<file path="config.mk">
export PLATFORM = sky130hd
export DESIGN_NAME = freq_div_multi
export DESIGN_NICKNAME = d
export VERILOG_FILES = /design/src/rtl/freq_div_multi_pkg.sv /design/src/rtl/freq_div_channel.sv /design/src/rtl/freq_div_multi.sv
export SDC_FILE = /design/constraint.sdc
export NUM_CORES = 1
export LEC_CHECK = 0
export ABC_AREA = 1
export BUFFER_PORTS_ARGS = -buffer_cell sky130_fd_sc_hd__buf_2
export CORE_ASPECT_RATIO = 0.75
export CORE_MARGIN = 10
export CORE_UTILIZATION = 70
export CTS_BUF_LIST = sky130_fd_sc_hd__clkbuf_2
export DETAILED_ROUTE_END_ITERATION = 16
export PLACE_DENSITY = 0.88
export SLEW_MARGIN = 20
export SYNTH_ARGS = -nofsm -noshare
export SYNTH_HDL_FRONTEND = slang
export SYNTH_SLANG_ARGS = --single-unit
</file>
<file path="constraint.sdc">
create_clock -name clk -period 7.1 [get_ports clk]
set_input_delay 0.355 -clock clk [delete_from_list [all_inputs] [get_ports clk]]
set_output_delay 0.355 -clock clk [all_outputs]
set_load 0.1 [all_outputs]
</file>
<file path="src/rtl/freq_div_multi_pkg.sv">
`default_nettype none
// ============================================================================
//  Module      : freq_div_multi_pkg
//  Description : Shared panel timing constants and per-channel output bundle.
//  Revision    : 1.0 - initial release
// ============================================================================
package freq_div_multi_pkg;

    localparam int CLK_HZ      = 50_000_000;
    localparam int REFRESH_HZ  = 240;
    localparam int DIV_1HZ     = CLK_HZ;
    localparam int DIV_1KHZ    = CLK_HZ / 1_000;
    localparam int DIV_REFRESH = CLK_HZ / REFRESH_HZ;
    localparam int DIV_MIN     = 2;

    typedef struct packed {
        logic tick;
        logic sq;
        logic pend;
    } ch_out_t;

endpackage : freq_div_multi_pkg
`default_nettype wire

</file>
<file path="src/rtl/freq_div_channel.sv">
`default_nettype none
// ============================================================================
//  Module      : freq_div_channel
//  Description : One divider channel: counter, active/shadow divisor,
//                registered tick, square wave and pending-update flag.
//  Revision    : 1.0 - initial release
// ============================================================================
module freq_div_channel
    import freq_div_multi_pkg::*;
#(
    parameter int DIV_W   = 26,
    parameter int DEF_DIV = DIV_1HZ
) (
    input  logic             clk,
    input  logic             rst,
    input  logic             i_en,
    input  logic             i_resync,
    input  logic             i_wr,
    input  logic [DIV_W-1:0] i_wdata,
    output ch_out_t          o_out
);

    localparam logic [DIV_W-1:0] c_def = DIV_W'(DEF_DIV);
    localparam logic [DIV_W-1:0] c_one = DIV_W'(1);

    logic [DIV_W-1:0] r_cnt_q, w_cnt_d;
    logic [DIV_W-1:0] r_act_q, w_act_d;
    logic [DIV_W-1:0] r_shd_q, w_shd_d;
    logic             r_tick_q, w_tick_d;
    logic             r_sq_q, w_sq_d;
    logic             r_pend_q, w_pend_d;

    logic [DIV_W-1:0] w_cnt_inc;
    logic [DIV_W-1:0] w_half;
    logic             w_wrap;

    assign w_cnt_inc = r_cnt_q + c_one;
    assign w_half    = r_act_q >> 1;
    // >= rather than == keeps the counter bounded if a disabled-channel load
    // shrinks the divisor below the frozen count.
    assign w_wrap    = (r_cnt_q >= (r_act_q - c_one));

    always_comb begin
        w_cnt_d  = r_cnt_q;
        w_act_d  = r_act_q;
        w_shd_d  = r_shd_q;
        w_tick_d = 1'b0;
        w_sq_d   = r_sq_q;
        w_pend_d = r_pend_q;

        if (i_wr) begin
            w_shd_d = i_wdata;
        end

        if (i_resync) begin
            w_cnt_d  = '0;
            w_sq_d   = 1'b0;
            w_pend_d = 1'b0;
            w_act_d  = i_wr ? i_wdata : r_shd_q;
        end else if (!i_en) begin
            if (i_wr) begin
                w_act_d  = i_wdata;
                w_pend_d = 1'b0;
            end
        end else if (w_wrap) begin
            w_cnt_d  = '0;
            w_tick_d = 1'b1;
            w_sq_d   = 1'b1;
            w_act_d  = i_wr ? i_wdata : r_shd_q;
            w_pend_d = 1'b0;
        end else begin
            w_cnt_d = w_cnt_inc;
            if (w_cnt_inc == w_half) begin
                w_sq_d = 1'b0;
            end
            if (i_wr) begin
                w_pend_d = 1'b1;
            end
        end
    end

    always_ff @(posedge clk or posedge rst) begin
        if (rst) begin
            r_cnt_q  <= '0;
            r_act_q  <= c_def;
            r_shd_q  <= c_def;
            r_tick_q <= 1'b0;
            r_sq_q   <= 1'b0;
            r_pend_q <= 1'b0;
        end else begin
            r_cnt_q  <= w_cnt_d;
            r_act_q  <= w_act_d;
            r_shd_q  <= w_shd_d;
            r_tick_q <= w_tick_d;
            r_sq_q   <= w_sq_d;
            r_pend_q <= w_pend_d;
        end
    end

    assign o_out.tick = r_tick_q;
    assign o_out.sq   = r_sq_q;
    assign o_out.pend = r_pend_q;

endmodule : freq_div_channel
`default_nettype wire

</file>
<file path="src/rtl/freq_div_multi.sv">
`default_nettype none
// ============================================================================
//  Module      : freq_div_multi
//  Description : N_CH programmable clock-enable/square-wave dividers; decodes
//                divisor writes, clamps the value and fans out resync.
//  Revision    : 1.0 - initial release
// ============================================================================
module freq_div_multi
    import freq_div_multi_pkg::*;
#(
    parameter int N_CH    = 2,
    parameter int DIV_W   = 26,
    parameter int DEF_DIV = DIV_1HZ,
    parameter int CH_W    = (N_CH > 1) ? $clog2(N_CH) : 1
) (
    input  logic             clk,
    input  logic             rst,
    input  logic [N_CH-1:0]  ch_en,
    input  logic             resync,
    input  logic             div_wr,
    input  logic [CH_W-1:0]  div_sel,
    input  logic [DIV_W-1:0] div_data,
    output logic [N_CH-1:0]  tick,
    output logic [N_CH-1:0]  sq,
    output logic [N_CH-1:0]  pend
);

    localparam logic [DIV_W-1:0] c_div_min = DIV_W'(DIV_MIN);

    logic [DIV_W-1:0] w_div_clamped;
    logic [N_CH-1:0]  w_wr;

    assign w_div_clamped = (div_data < c_div_min) ? c_div_min : div_data;

    // Select values at or above N_CH match no channel and are dropped.
    for (genvar gi = 0; gi < N_CH; gi++) begin : g_ch
        ch_out_t w_out;

        assign w_wr[gi] = div_wr & (div_sel == CH_W'(gi));

        freq_div_channel #(
            .DIV_W   (DIV_W),
            .DEF_DIV (DEF_DIV)
        ) u_ch (
            .clk      (clk),
            .rst      (rst),
            .i_en     (ch_en[gi]),
            .i_resync (resync),
            .i_wr     (w_wr[gi]),
            .i_wdata  (w_div_clamped),
            .o_out    (w_out)
        );

        assign tick[gi] = w_out.tick;
        assign sq[gi]   = w_out.sq;
        assign pend[gi] = w_out.pend;
    end

endmodule : freq_div_multi
`default_nettype wire
</file>
==> out/metrics.cfg, run 1 <==
[final_layout]
n_fill_cell = 1258
seq_area_um2 = 4114
finalNonFillerCells = 1829
nets = 1693
multiInputGateArea_um2 = 6218
post-route-util_pct = 76.20
area_growth_pct = 7.354
stdcell_area_um2 = 12130
drive_above_1_share_pct = 11.69

[sta]
finalCritPeriodShare_pct = 68.92
setup_violations = 0
finalCriticalPeriod_ns = 4.893
relSlewSlack_pct = 38.39
fin_ws_ns = 2.207
fmax_ghz = 0.2044
hold-worst-slack_ns = 0.07568
finalMaxSlewViolations = 0
worst_pin_slew_ns = 0.9242
finalClockSkew_ns = 0.03142
rsz0062_at_grt = no
final-hold-violation-count = 0
finalSetupTns_ns = 0

[critical_path]
required_ns = 7.73
cp_max_fo = 52
criticalPathCategory = reg2reg
worstPathArrival_ns = 5.52
reg2reg_depth = 19
r2r_setup_slack_ns = 2.21
reg2reg_to = g_ch[0].u_ch.r_act_q[1]$_DFFE_PP0P_
crit_path_start_kind = flop
cp-end-kind = flop
r2r_start = g_ch[0].u_ch.r_act_q[0]$_DFFE_PP0P_

[yosys]
synth_xor_area_share_pct = 6.900
ys_top_cells_by_area = dfrtp_1 (25%), nand2_1 (14%), dfstp_2 (11%), o21ai_0 (6.7%), inv_1 (6.2%)
synth_most_common_cell = nand2_1
synth_nets = 1648
ys_ff_latch = 162
yosysWarnings = 0
syn_area_per_cell_um2 = 7.246
postSynthCellCount = 1559
synth_mux_area_share_pct = 0
synth_ff_type = dfrtp_1
synth_area_um2 = 11300
synth_adder_area_share_pct = 6.202
synth_compound_area_share_pct = 11.85
yosys.area_share.simple_pct = 30.09
yosysTopAreaCellShare_pct = 25.25
synth-edff-count = 0
yosys-top-cells-count = nand2_1 (421), inv_1 (187), o21ai_0 (151), nor2_1 (150), dfrtp_1 (114)
synth.yosys.seq_area_share_pct = 36.42
ys_async_sr_fraction_pct = 100.0
synth_top_family_by_area = simple AND/OR/NAND/NOR gates
synth_top_area_cell = dfrtp_1
synthDistinctLibCells = 44

[clock_network]
clk_path_buf_depth = 2
htreeDepth = 4
clock_latency_ns = 0.79
cts_resized = 0
cts_sinks = 162
cts_tree = yes
clkTransAtPathRegs_ns = 0.23
cts_root_buf = clkbuf_2
cts_buffers = 17

[drt]
firstDrtPassIters = 5
drt.antenna.violating_nets = 0
avgRoutedWirePerCell_um = 16.57
vias_per_cell = 5.779
wl_mm = 30.30
initialDrtViolationCount = 1203
dr_total_vias = 10570
drcViolationCount = 0

[floorplan]
start_util_pct = 70.98
die_w_um = 166.7
die_y_um = 130.0
fp-row-count = 40
die_area_um2 = 21670
ios = 39
coreArea_um2 = 15920

[pwr]
p_seq_share_pct = 51.0
intPower_mw = 1.445
vdd_drop_max_v = 0.0001710
switching_share_pct = 36.68
power_mw = 2.281
power_density_nw_per_um2 = 188.1
p_leak_nw = 5.786
switchingPower_mw = 0.8368
power_frac_comb_pct = 26.9
p_clk_share_pct = 22.1

[flow_run]
cap_violations = 0

[placement]
io_buffers = 38
detailed_place_hpwl_mm = 22.37
routabilityCongestion = 1.012
dp.cells = 1765
dp_worst_setup_slack_ns = 2.388
placed_cell_area_um2 = 11600

[worst_hold_path]
hold_depth = 5
hold_start = div_data[1]
hold_end = g_ch[0].u_ch.r_shd_q[1]$_DFF_PP0_
min_path_type = in2reg

[global_routing]
grt_max_degree = 87
grt_pass1_vias = 9770
antenna_found_initial = 1
grt_pass1_wl_mm = 49.88
overflow = 0
grt_util_all_layers_pct = 28.34

[run_status]
status = complete, no violations

-- registers in the layout, summed over array words and instances, names as in the netlist --
register            flops
g_ch.u_ch.r_cnt_q      52
g_ch.u_ch.r_pend_q      2
g_ch.u_ch.r_sq_q        2
g_ch.u_ch.r_tick_q      2
g_ch.u_ch.r_shd_q      52
g_ch.u_ch.r_act_q      52
-- worst max-delay path by stage --
stage | start | endpoint | slack (ns) | cells after the start
floorplan | rst | g_ch[0].u_ch.r_act_q[0]$_DFFE_PP0P_ | 2.45 | 1
global placement | g_ch[0].u_ch.r_act_q[0]$_DFFE_PP0P_ | g_ch[0].u_ch.r_act_q[0]$_DFFE_PP0P_ | 2.59 | 19
detailed placement | g_ch[0].u_ch.r_act_q[0]$_DFFE_PP0P_ | g_ch[0].u_ch.r_act_q[24]$_DFFE_PP0P_ | 2.39 | 19
finish | g_ch[0].u_ch.r_act_q[0]$_DFFE_PP0P_ | g_ch[0].u_ch.r_act_q[1]$_DFFE_PP0P_ | 2.21 | 19
global route | g_ch[0].u_ch.r_act_q[0]$_DFFE_PP0P_ | g_ch[0].u_ch.r_act_q[25]$_DFFE_PP1P_ | 1.77 | 20
CTS | g_ch[0].u_ch.r_act_q[0]$_DFFE_PP0P_ | g_ch[0].u_ch.r_act_q[25]$_DFFE_PP1P_ | 2.30 | 20
-- power by group through the flow --
stage	clock (mW)	combinational, mW	sequential, mW
global placement	0	0.564	1.17
floorplan	0	0.465	1.13
detailed placement	0	0.587	1.18
CTS	0.510	0.603	1.16
global route	0.545	0.702	1.18
finish	0.503	0.613	1.16
-- critical path: stages, from the launching register on --
cell,delay (ns)
dfrtp_1,0.43
inv_1,0.13
ha_1,0.20
nand2_1,0.12
nor2_2,0.15
inv_2,0.06
nor4_2,0.21
nand3_1,0.18
nor2_1,0.24
nand4_1,0.14
xor2_1,0.16
inv_1,0.07
ha_1,0.26
nand2_1,0.06
nor2_1,0.06
a211o_1,0.31
nor2_1,0.12
nand4_2,0.68
nand2_2,0.94
o21ai_0,0.23
-- cells by family after synthesis --
logic type / after synthesis
compound gates: 254
xor+xnor: 78
fa+ha+maj: 56
buf+inv: 247
flops: 162
simple gates: 762
-- what timing repair did --
action	4_1_cts	5_1_grt
hold buffers	30	0
endpoints found under the hold margin	154	0
setup buffers	0	0
-- area by class of cell --
class	instances	area share [%]
well taps	210	2.167
inverters	195	6.077
repair buffers	78	4.663
flip-flops and latches	162	33.92
clock inverters	9	0.9079
multi-input cells	1150	51.27
diodes	2	0.04127
clock buffers	23	0.9491
-- per-layer routing --
layer | wire length (µm) | track usage [%] | share of wire, %
met5 | 0 | 0 | 0
met3 | 3108 | 6.280 | 10
met4 | 565 | 9.274 | 1.9
met2 | 12770 | 41.63 | 42
met1 | 13860 | 40.74 | 46
-- cell usage in the layout (no fill, tap or decap), types with 3 or more instances in the layout --
cell type and n:
o21ai_0 151, clkinvlp_4 3, xnor3_1 7, ha_1 56, buf_4 10, nor3_2 7
nand2_1 421, nor3_1 10, nor4_1 4, nor2_1 150, o22ai_1 42, buf_2 38
inv_1 186, xnor2_1 12, clkinv_1 4, o21ai_1 4, dfstp_2 48, inv_2 4
nor2_8 3, xor2_1 59, nand2_4 3, or2_2 4, a21oi_1 52, nand2_2 11
nor2_2 14, nand3_1 83, nor2_4 9, clkbuf_2 23, nand4_1 30, dlygate4sd3_1 30
dfrtp_1 114
Note: power is estimated with default switching activity, not from simulation.
==> run 2, diff against run 1 <==
ABC_AREA = 0   (was 1)
CORE_UTILIZATION = 59   (was 70)
PLACE_DENSITY = 0.79   (was 0.88)
clock period = 4 ns   (was 7.1 ns; I/O delays follow)
==> run 2 against run 1 <==
- the run now ends with setup timing left
- maximum frequency grew 17%
- clock skew grew 0.017 ns
- sequential cell count is the same
- total power grew 96%
- cell count shrank 11%
- sequential share of layout area shrank 3.6 points
==> out/metrics.cfg, run 2 <==
[yosys]
synth_top_area_cell = dfrtp_1
syn_area_per_cell_um2 = 9.040
synth_nets = 1340
synth_area_um2 = 11310
yosysTopAreaCellShare_pct = 25.22
synth_most_common_cell = nand2_1
synthDistinctLibCells = 77
synth_ff_type = dfrtp_1
synth-edff-count = 0
yosys-top-cells-count = nand2_1 (149), dfrtp_1 (114), xnor2_1 (82), nor2_1 (65), a21oi_1 (64)
ys_async_sr_fraction_pct = 100.0
ys_ff_latch = 162
synth.yosys.seq_area_share_pct = 36.38
postSynthCellCount = 1251
yosysWarnings = 0
ys_top_cells_by_area = dfrtp_1 (25%), dfstp_2 (11%), xnor2_1 (6.4%), ha_1 (6.2%), nand2_1 (4.9%)

[drt]
avgRoutedWirePerCell_um = 21.25
vias_per_cell = 6.501
initialDrtViolationCount = 1354
wl_mm = 34.56
firstDrtPassIters = 8
drt.antenna.violating_nets = 0
dr_total_vias = 10570
drcViolationCount = 0

[sta]
setup_violations = 44
finalCriticalPeriod_ns = 4.191
final-hold-violation-count = 0
worst_pin_slew_ns = 0.9741
fin_ws_ns = -0.1907
relSlewSlack_pct = 35.06
finalClockSkew_ns = 0.04874
finalMaxSlewViolations = 0
finalCritPeriodShare_pct = 104.8
fmax_ghz = 0.2386
rsz0062_at_grt = yes

[global_routing]
grt_max_degree = 98
grt_pass1_vias = 9639
grt_pass1_wl_mm = 51.77
antenna_found_initial = 1
grt_util_all_layers_pct = 24.78
overflow = 0

[final_layout]
finalNonFillerCells = 1626
final_cell_mix = nand2_1 (139), dfrtp_1 (113), buf_4 (86)
final_common_cell = nand2_1
reg_top3 = g_ch.u_ch.r_act_q x52, g_ch.u_ch.r_cnt_q x52, g_ch.u_ch.r_shd_q x52
nets = 1454
drive_above_1_share_pct = 25.54
area_growth_pct = 19.82

[floorplan]
ios = 39
die_area_um2 = 25160
fp-row-count = 43
die_w_um = 179.9
coreArea_um2 = 18670
start_util_pct = 60.58
die_y_um = 139.9

[pwr]
power_mw = 4.464
power_density_nw_per_um2 = 329.4
vdd_drop_max_v = 0.0002748
p_leak_nw = 5.889

[placement]
dp.cells = 1518
routabilityCongestion = 0.9734
io_buffers = 38
detailed_place_hpwl_mm = 22.79

[clock_network]
clock_latency_ns = 0.81
htreeDepth = 4
cts_buffers = 17
clk_path_buf_depth = 2
clkTransAtPathRegs_ns = 0.29
cts_tree = yes
cts_root_buf = clkbuf_2
cts_sinks = 162

[critical_path]
crit_path_start_kind = flop
worstPathArrival_ns = 4.91
cp_max_fo = 6
criticalPathCategory = reg2reg
required_ns = 4.72
cp-end-kind = flop
r2r_start = g_ch[0].u_ch.r_act_q[9]$_DFFE_PP0P_
startpoint = g_ch[0].u_ch.r_act_q[9]$_DFFE_PP0P_

[run_status]
violations = setup timing
status = complete, but fails checks

[worst_hold_path]
min_path_type = in2async

[flow_run]
cap_violations = 0

-- run 2: cell types whose count changed after synthesis, moves of 41 or more --
| cell | change |
|---|---|
| nand3_1 | -45 |
| nand2_1 | -272 |
| xnor2_1 | +70 |
| o21ai_0 | -99 |
| inv_1 | -140 |
| mux2i_1 | +55 |
| nor2_1 | -85 |
| a31oi_1 | +41 |
-- run 2: worst paths after layout --
path	depth (start not counted)	slack, ns	end
setup / recovery	17	-0.19	g_ch[0].u_ch.r_act_q[17]$_DFFE_PP1P_
hold / removal	3	0.08	g_ch[1].u_ch.r_act_q[2]$_DFFE_PP0P_
setup reg to reg	17	-0.19	g_ch[0].u_ch.r_act_q[17]$_DFFE_PP1P_
hold reg to reg	2	0.48	g_ch[0].u_ch.r_shd_q[13]$_DFF_PP1_
max in group asynchronous	4	2.89	g_ch[1].u_ch.r_act_q[15]$_DFFE_PP1P_
min in group clk	4	0.16	g_ch[0].u_ch.r_shd_q[7]$_DFF_PP1_
-- run 2: area by class of cell --
type / count / area, µm²
Tap cell: 247 / 309.0
Antenna cell: 1 / 2.502
Fill cell: 1296 / 5117
Sequential cell: 162 / 4115
Multi-Input combinational cell: 954 / 7101
Timing Repair Buffer: 183 / 1603
Inverter: 47 / 180.2
Clock buffer: 18 / 90.09
Clock inverter: 14 / 151.4
-- run 2: what timing repair did --
item                                    CTS  global route
hold buffers                             40             0
pin swaps                                12            25
endpoints found under the setup margin   57           108
buffers inserted                         14            18
gates cloned                              2             3
resized for setup                        23            87
endpoints found under the hold margin   164             0
-- run 2: cell families after synthesis --
logic type	share of synthesized area [%]
compound gates	16.14
xor+xnor	8.596
fa+ha+maj	6.195
buf+inv	5.642
flops	36.38
mux	7.357
simple gates	19.69
-- run 2: per-stage QoR --
stage          util [%]  area, µm²  hold WS, ns  setup slack (ns)  setup TNS, ns
2_1_floorplan         -      11350       0.2830           0.01210              0
6_report          72.59      13550      0.07693           -0.1907         -6.050
5_1_grt           72.59      13550      0.09738           -0.3496         -14.37
3_5_place_dp      64.28      12000       0.4345           -0.2135         -7.242
4_1_cts           69.08      12900      0.09098           0.01109              0
3_3_place_gp      64.28      12000       0.4290           0.01492              0
-- run 2: metal layers --
layer | up-vias | part of all wire, % | global-route usage, %
li1 | 4765 | - | -
met1 | 5168 | 43 | 36.21
met5 | - | 0 | 0
met3 | 84 | 11 | 6.306
met2 | 554 | 44 | 35.31
met4 | 0 | 2.2 | 6.687
-- run 2: where the power goes --
part / internal (mW) / total, mW / leakage (nW) / switching (mW)
Sequential: 1.87 / 2.08 / 1.99 / 0.204
Combinational: 0.647 / 1.42 / 3.76 / 0.770
Clock: 0.297 / 0.970 / 0.136 / 0.673
Total: 2.82 / 4.46 / 5.89 / 1.65
-- run 2: worst max-delay path: stages, from the launching register on --
cell and delay, ns:
dfrtp_1 0.46, buf_4 0.14, or4_4 0.52, nor3_4 0.21, nand2_2 0.12, or4_4 0.47, nor4_4 0.19, xnor2_1 0.17
ha_1 0.29, nand2_2 0.08, o21ai_2 0.08, a211oi_2 0.20, nand4_1 0.22, a211oi_4 0.33, buf_6 0.18, a21o_4 0.18
clkbuf_16 0.19, o2bb2ai_2 0.11
